==> config.mk <==
export PLATFORM = sky130hd
export DESIGN_NAME = execute_stage
export DESIGN_NICKNAME = d
export VERILOG_FILES = /design/src/rtl/execute_stage.sv
export SDC_FILE = /design/constraint.sdc
export NUM_CORES = 1
export LEC_CHECK = 0
export ABC_AREA = 0
export BUFFER_PORTS_ARGS = -buffer_cell sky130_fd_sc_hd__buf_2
export CAP_MARGIN = 20
export CORE_MARGIN = 2
export CORE_UTILIZATION = 59
export DETAILED_ROUTE_END_ITERATION = 8
export PLACE_DENSITY = 0.88
export REMOVE_ABC_BUFFERS = 1
export SYNTH_ARGS = -nofsm -noshare
export SYNTH_HDL_FRONTEND = slang
export SYNTH_SLANG_ARGS = --single-unit
==> constraint.sdc <==
create_clock -name nclk -period 5.7 [get_ports nclk]
set_input_delay 0 -clock nclk [delete_from_list [all_inputs] [get_ports nclk]]
set_output_delay 0 -clock nclk [all_outputs]
set_load 0.01 [all_outputs]
==> src/rtl/execute_stage.sv <==
// EX stage: conditional 8-bit ALU with NZCV flags, branch resolution and a 2-deep branch shadow; 1-cycle registered latency.
// stall freezes all state (branch_taken drops); an in_valid=0 cycle registers a bubble without touching flags or shadow.
module execute_stage (
    input  logic        nclk,
    input  logic        rst_n,
    input  logic [68:0] idex_bus,
    input  logic        in_valid,
    input  logic        stall,
    output logic        ex_valid,
    output logic [7:0]  alu_result,
    output logic [7:0]  store_data,
    output logic [3:0]  reg_dest,
    output logic        reg_write,
    output logic        rd_en,
    output logic        wr_en,
    output logic        mem_to_reg,
    output logic [3:0]  flags_nzcv,
    output logic        branch_taken,
    output logic [7:0]  branch_target
);

    typedef struct packed {
        logic [1:0] ignored;
        logic [7:0] pc;
        logic       riscv_branch;
        logic [7:0] rv_offset;
        logic       branch;
        logic [7:0] reserved;
        logic       cond_is_zero;
        logic       cond_is_negative;
        logic       cond_is_overflow;
        logic       cond_is_always;
        logic       cond_update;
        logic       reg_write;
        logic       rd_en;
        logic       wr_en;
        logic       mem_to_reg;
        logic [3:0] reg_dest;
        logic [7:0] data_to_mem;
        logic [7:0] s2;
        logic [7:0] s1;
        logic [3:0] alu_op;
    } idex_t;

    localparam logic [3:0] OP_ADD = 4'd0;
    localparam logic [3:0] OP_SUB = 4'd1;
    localparam logic [3:0] OP_AND = 4'd2;
    localparam logic [3:0] OP_OR  = 4'd3;
    localparam logic [3:0] OP_XOR = 4'd4;
    localparam logic [3:0] OP_MOV = 4'd5;
    localparam logic [3:0] OP_LSL = 4'd6;
    localparam logic [3:0] OP_LSR = 4'd7;
    localparam logic [3:0] OP_CMP = 4'd8;

    idex_t       w_ix;
    logic [8:0]  w_sum;
    logic [7:0]  w_diff;
    logic [2:0]  w_sh;
    logic [7:0]  w_res;
    logic        w_c;
    logic        w_v;
    logic [3:0]  w_flags_new;
    logic        w_exec;
    logic        w_squash;
    logic        w_take;
    logic [7:0]  w_rv_target;
    logic        w_unused;

    logic        r_ex_valid;
    logic [7:0]  r_alu_result;
    logic [7:0]  r_store_data;
    logic [3:0]  r_reg_dest;
    logic        r_reg_write;
    logic        r_rd_en;
    logic        r_wr_en;
    logic        r_mem_to_reg;
    logic [3:0]  r_flags;
    logic        r_branch_taken;
    logic [7:0]  r_branch_target;
    logic [1:0]  r_shadow;

    assign w_ix     = idex_t'(idex_bus);
    assign w_unused = ^{w_ix.reserved, w_ix.ignored};

    assign w_sum  = {1'b0, w_ix.s1} + {1'b0, w_ix.s2};
    assign w_diff = w_ix.s1 - w_ix.s2;
    assign w_sh   = w_ix.s2[2:0];

    // C and V default to their current values; only arithmetic and nonzero shifts overwrite them.
    always_comb begin
        w_res = w_ix.s1;
        w_c   = r_flags[1];
        w_v   = r_flags[0];
        case (w_ix.alu_op)
            OP_ADD: begin
                w_res = w_sum[7:0];
                w_c   = w_sum[8];
                w_v   = (w_ix.s1[7] == w_ix.s2[7]) && (w_sum[7] != w_ix.s1[7]);
            end
            OP_SUB, OP_CMP: begin
                w_res = w_diff;
                w_c   = (w_ix.s1 >= w_ix.s2);
                w_v   = (w_ix.s1[7] != w_ix.s2[7]) && (w_diff[7] != w_ix.s1[7]);
            end
            OP_AND: w_res = w_ix.s1 & w_ix.s2;
            OP_OR:  w_res = w_ix.s1 | w_ix.s2;
            OP_XOR: w_res = w_ix.s1 ^ w_ix.s2;
            OP_MOV: w_res = w_ix.s2;
            OP_LSL: begin
                w_res = w_ix.s1 << w_sh;
                if (w_sh != 3'd0) w_c = w_ix.s1[3'(4'd8 - {1'b0, w_sh})];
            end
            OP_LSR: begin
                w_res = w_ix.s1 >> w_sh;
                if (w_sh != 3'd0) w_c = w_ix.s1[w_sh - 3'd1];
            end
            default: w_res = w_ix.s1;
        endcase
    end

    assign w_flags_new = {w_res[7], (w_res == 8'h00), w_c, w_v};

    assign w_exec = w_ix.cond_is_always
                  | (w_ix.cond_is_zero     & r_flags[2])
                  | (w_ix.cond_is_negative & r_flags[3])
                  | (w_ix.cond_is_overflow & r_flags[0]);

    assign w_squash    = (r_shadow != 2'd0);
    assign w_rv_target = w_ix.pc + w_ix.rv_offset;
    assign w_take      = w_exec & (w_ix.riscv_branch ? (w_diff == 8'h00) : w_ix.branch);

    always_ff @(posedge nclk or negedge rst_n) begin
        if (!rst_n) begin
            r_ex_valid      <= 1'b0;
            r_alu_result    <= 8'h00;
            r_store_data    <= 8'h00;
            r_reg_dest      <= 4'h0;
            r_reg_write     <= 1'b0;
            r_rd_en         <= 1'b0;
            r_wr_en         <= 1'b0;
            r_mem_to_reg    <= 1'b0;
            r_flags         <= 4'h0;
            r_branch_taken  <= 1'b0;
            r_branch_target <= 8'h00;
            r_shadow        <= 2'd0;
        end else if (stall) begin
            r_branch_taken <= 1'b0;
        end else begin
            r_alu_result <= w_res;
            r_store_data <= w_ix.data_to_mem;
            r_reg_dest   <= w_ix.reg_dest;
            if (!in_valid || w_squash) begin
                r_ex_valid     <= 1'b0;
                r_reg_write    <= 1'b0;
                r_rd_en        <= 1'b0;
                r_wr_en        <= 1'b0;
                r_mem_to_reg   <= 1'b0;
                r_branch_taken <= 1'b0;
                if (in_valid) r_shadow <= r_shadow - 2'd1;
            end else begin
                r_ex_valid     <= 1'b1;
                r_reg_write    <= w_exec & w_ix.reg_write & ~w_ix.riscv_branch
                                  & (w_ix.alu_op != OP_CMP);
                r_rd_en        <= w_exec & w_ix.rd_en;
                r_wr_en        <= w_exec & w_ix.wr_en;
                r_mem_to_reg   <= w_ix.mem_to_reg;
                r_branch_taken <= w_take;
                if (w_exec && w_ix.cond_update) r_flags <= w_flags_new;
                if (w_take) begin
                    r_branch_target <= w_ix.riscv_branch ? w_rv_target : w_res;
                    r_shadow        <= 2'd2;
                end
            end
        end
    end

    assign ex_valid      = r_ex_valid;
    assign alu_result    = r_alu_result;
    assign store_data    = r_store_data;
    assign reg_dest      = r_reg_dest;
    assign reg_write     = r_reg_write;
    assign rd_en         = r_rd_en;
    assign wr_en         = r_wr_en;
    assign mem_to_reg    = r_mem_to_reg;
    assign flags_nzcv    = r_flags;
    assign branch_taken  = r_branch_taken;
    assign branch_target = r_branch_target;

endmodule

# After elaboration in Yosys (flattened, before gate mapping)
# Index checks and enable logic that the tools add are counted.
# word_totals
mem_bits_ro	0
ramBits	0
latchBits	0
regBits	40
memories	0
# op_classes
div	0
order_cmp	3
bitwise_logic	18
eq_ne	16
shifts	2
multipliers	0
reduce_logical	19
muxes	21
addsub	6
# ops
operator	n
$pmux W8 S8	1
$eq A4 B3 Y1 const B	4
$logic_not A8 Y1	2
$mux W1	12
$add A8 B8 Y9	1
$and A1 B1 Y1	9
$reduce_and A3 Y1	3
$add A8 B8 Y8	1
$and A8 B8 Y8	1
$eq A4 B2 Y1 const B	2
$ge A8 B8 Y1	1
$lt A3 B4 Y1 const B	2
$mux W8	1
$or A8 B8 Y8	1
$shl A8 B3 Y8	1
$shr A8 B3 Y8	1
$sub A8 B8 Y8	1
$xor A8 B8 Y8	1
$bmux W1 S3	2
$mux W2	3
$ne A2 B2 Y1 const B	3
$reduce_and A6 Y1	1
$reduce_bool A2 Y1	3
$eq A4 B1 Y1 const B	1
other kinds (19)	27

# Longest topological paths before layout
# logic_depth
word_depth	8
ltp_mapped	13

# Worst setup path before layout
# OpenSTA, ideal clock, no wires.
# synth_timing
path_type	input port to flip-flop
from	input idex_bus[14]
to	register r_branch_target[5] (netlist: branch_target[5])
arrival_time_ps	2774
required_time_ps	5575
stages	13
path_slack_ps	2801
cell_sequence	clkbuf_1 inv_1 ha_1 clkbuf_1 or3_1 or2_1 a211o_1 and2_1 xnor2_1 a31oi_1 nor2b_1 buf_4 mux2_2
# synth_between
elab_chain_len	5
# synth_rtl
item	line	text
from (decl)	6	input logic [68:0] idex_bus,
$sub A8 B8 Y8	86	assign w_diff = w_ix.s1 - w_ix.s2;
$logic_not A8 Y1	130	assign w_take = w_exec & (w_ix.riscv_branch ? (w_diff == 8'h00) : w_ix.branch);
$mux W1	130	
$and A1 B1 Y1	130	
$reduce_and A3 Y1 (no source line)	-	
to (signal assigned)	170	r_branch_target <= w_ix.riscv_branch ? w_rv_target : w_res;
to (decl)	79	logic [7:0] r_branch_target;
# Several ways; a longest one is shown, not always the timed one.
# A chain may end at the register's enable or synchronous reset.

# Final worst setup path
# layout_timing
from	input idex_bus[13]
to	register r_branch_target[5] (netlist: branch_target[5])
# Same word-level chain as after synthesis.

==> results.py <==
metrics = {
    "status": {
        "outcome": "finished, violations left",
        "violations": "negative hold slack",
    },
    "worst_setup_path": {
        "r2r_start": "r_shadow[0]",
        "crit_path_end_kind": "register",
        "worst_ep_arrival_time_ns": 3.70,
        "crit_chain": "buf_2 > inv_1 > ha_1 > o21ba_2 > or2_1 > a211o_1 > and2_1 > xnor2_1 > a31oi_1 > nor2b_1 > mux2_2",
        "critical_path_buf_inv_count": 2,
        "critPathLaunch": "idex_bus[13]",
        "max_stage_delay_ns": 0.76,
        "crit_required_ns": 5.89,
        "critPathTopFamily": "simple AND/OR/NAND/NOR gates",
        "startpoint_type": "input pin",
        "slowest_stage": "nor2b_1",
        "crit_fanout": 22,
        "crit_type": "input pin to register",
    },
    "place": {
        "hpwl_mm": 9.283,
        "place.gp.congestion": 1.052,
        "io_buffer_count": 100,
        "dp.cells": 639,
        "place_worst_setup_slack_ns": 1.984,
    },
    "routing": {
        "vias_per_cell": 6.466,
        "num_vias": 4287,
        "dr.first_iter.drc_count": 654,
        "wl_per_cell_um": 19.92,
        "first_pass_iters": 5,
        "drc": 0,
        "ant_nets": 0,
        "routed_wirelength_mm": 13.21,
    },
    "timing": {
        "hold_viol_final": 1,
        "worstMarginPinSlew_ns": 0.9126,
        "fin_tns_setup_ns": 0,
        "rsz0062_at_grt": "false",
        "relSlewSlack": 0.3904,
        "worst_hold_slack_ns": -0.01213,
        "clock_skew_ns": 0.007720,
        "fmax_ghz": 0.2853,
        "setup_violations": 0,
        "setup_slack_ns": 2.195,
        "min_period_over_period": 0.6150,
        "fin_crit_ns": 3.505,
        "slew_viol_final": 0,
    },
    "clocking": {
        "cts_made_buffers": 5,
        "ctsHtreeMaxLevel": 2,
        "tritoncts": "built",
        "clk_latency_ns": 0.31,
        "path_clk_slew_ns": 0.09,
        "clock-sinks": 40,
        "ctsResizeCount": 0,
        "post-cts-setup-buffers": 0,
        "clockBufferDepth": 2,
        "clockRootBuffer": "clkbuf_8",
    },
    "synth": {
        "yosys_warnings": 0,
        "synthArstFlopShare": 1.000,
        "post-synth-top-area-cell": "dfrtp_1",
        "yosys_register_bits": 40,
        "syn-mean-instance-area_um2": 8.787,
        "synth_area_leaders": "dfrtp_1, ha_1, mux4_2",
        "synth_cells": 475,
        "synth_edf_count": 0,
        "syn_area_mm2": 0.004174,
        "ys_seq_area_frac": 0.2398,
        "yosysUniqueCellTypes": 69,
        "netlist.area_leader.share": 0.2398,
        "synth_ff_type": "dfrtp_1",
    },
    "power_and_ir_drop": {
        "p_per_area_mw_per_mm2": 224.3,
        "p_leak_uw": 0.002309,
        "ir_drop_uv": 139.1,
    },
    "die": {
        "fp.dieH_um": 88.11,
        "dieArea_mm2": 0.007763,
        "die_w_um": 88.11,
        "pin_count": 111,
        "start_util": 0.6110,
        "coreArea_mm2": 0.006832,
        "rows": 30,
    },
    "cells_and_area": {
        "layout_common_cells": "buf_2, nand2_1, dfrtp_1, ha_1, inv_1",
        "antenna_cells": 0,
        "layout_commonest_cell": "buf_2",
        "stdcell_count": 663,
        "area_growth_syn_to_layout_pct": 17.96,
        "drive_gt1_frac": 0.2575,
        "final_nets": 679,
    },
    "global_routing": {
        "grtUsageMet3": 0.05278,
        "grtUsageMet1": 0.4338,
        "grt_max_degree": 41,
        "grt-ovfl-total": 0,
        "grt_pass1_vias": 4149,
        "antenna_found_initial": 0,
        "met2_usage": 0.5758,
        "grt_util_all_layers": 0.3398,
        "grt_pass1_wl_mm": 20.50,
        "top_usage_layer": "met2",
    },
    "job": {
        "maxCapViolCount": 0,
    },
    "worst_hold_path": {
        "holdCritStartpoint": "idex_bus[32]",
        "min_path_type": "input pin to register",
    },
}
==> worst register-to-register path, stage by stage (launching register included) <==
cell,delay [ns]
dfrtp_1,0.38
inv_1,0.08
ha_1,0.21
nand2_1,0.10
nor3_1,0.50
and2_1,0.31
o21ai_0,0.16
a2111oi_0,0.62
a32oi_1,0.21
==> cells by family after synthesis <==
group / after synthesis / share of synthesized area
AOI/OAI and AO/OA: 136 / 0.2269
xor gates and xnor gates: 17 / 0.03567
adders and majority gates: 40 / 0.1253
buffers and inverters: 64 / 0.06385
DFF: 40 / 0.2398
muxes: 46 / 0.1505
and+or+nand+nor: 132 / 0.1580
==> report_power, final <==
| group | switching [uW] | internal (uW) | total, uW |
|---|---|---|---|
| Sequential | 36.9 | 344 | 381 |
| Combinational | 267 | 207 | 474 |
| Clock | 117 | 132 | 249 |
| Total | 421 | 683 | 1100 |
==> cell type report <==
cell class | count | area [um^2]
clock buffers | 5 | 68.82
inverters | 32 | 120.1
clock inverters | 3 | 46.29
multi-input cells | 371 | 2907
well taps | 96 | 120.1
fillers | 507 | 1908
flip-flops and latches | 40 | 1001
repair buffers | 116 | 660.6
==> what timing repair did <==
action / CTS / global route
endpoints found under the setup margin: 0 / 0
hold buffers: 16 / 0
endpoints found under the hold margin: 55 / 0
==> worst paths after layout <==
kind / end / slack, ns / depth (start not counted)
max in group asynchronous: branch_target[3] / 4.78 / 2
worst min register to register: reg_write / 0.50 / 2
worst min-delay path: mem_to_reg / -0.01 / 3
min in group asynchronous: store_data[2] / 0.35 / 2
worst max-delay path: branch_target[5] / 2.19 / 11
worst max register to register: flags_nzcv[1] / 2.96 / 8
==> through the flow <==
| step | utilization | total power (uW) | instance area (um^2) | hold slack [ns] |
|---|---|---|---|---|
| after floorplan | - | 647.5 | 4028 | -0.2956 |
| after global placement | 0.6804 | 808.0 | 4648 | 0.1444 |
| after detailed placement | 0.6804 | 833.9 | 4648 | 0.1470 |
| after CTS | 0.7207 | 1087 | 4923 | 0.00007289 |
| after global routing | 0.7207 | 1157 | 4923 | 0.006686 |
| final | 0.7207 | 1104 | 4923 | -0.01213 |
==> cell usage after synthesis, types with 3 or more instances <==
cell type / instances
nor3b_1: 3
a211o_1: 3
nand4b_1: 3
o32ai_1: 3
o21ai_1: 3
a22o_1: 3
xnor2_1: 14
nor2_1: 23
inv_1: 31
nand2_1: 48
buf_1: 5
nand3_1: 7
fa_1: 3
a211oi_1: 5
o221ai_1: 4
nor3_1: 15
ha_1: 37
nor2b_1: 6
a21o_1: 8
a21oi_1: 27
or3_1: 5
mux2_1: 7
mux2i_1: 8
o31ai_1: 4
mux4_2: 10
a31oi_1: 3
dfrtp_1: 40
clkbuf_1: 18
buf_2: 6
o21ai_0: 28
o211ai_1: 4
a221oi_1: 4
xor2_1: 3
nand3b_1: 3
and2_1: 3
o22ai_1: 5
nand2b_1: 6
o21bai_1: 3
mux2_2: 19
==> per-layer routing <==
layer  routed length, um  up-vias
met5                   0        -
met4                 440        0
met2                6509      286
met1                4994     2035
li1                    -     1925
met3                1263       41
Power figures use the tool's default switching activity.
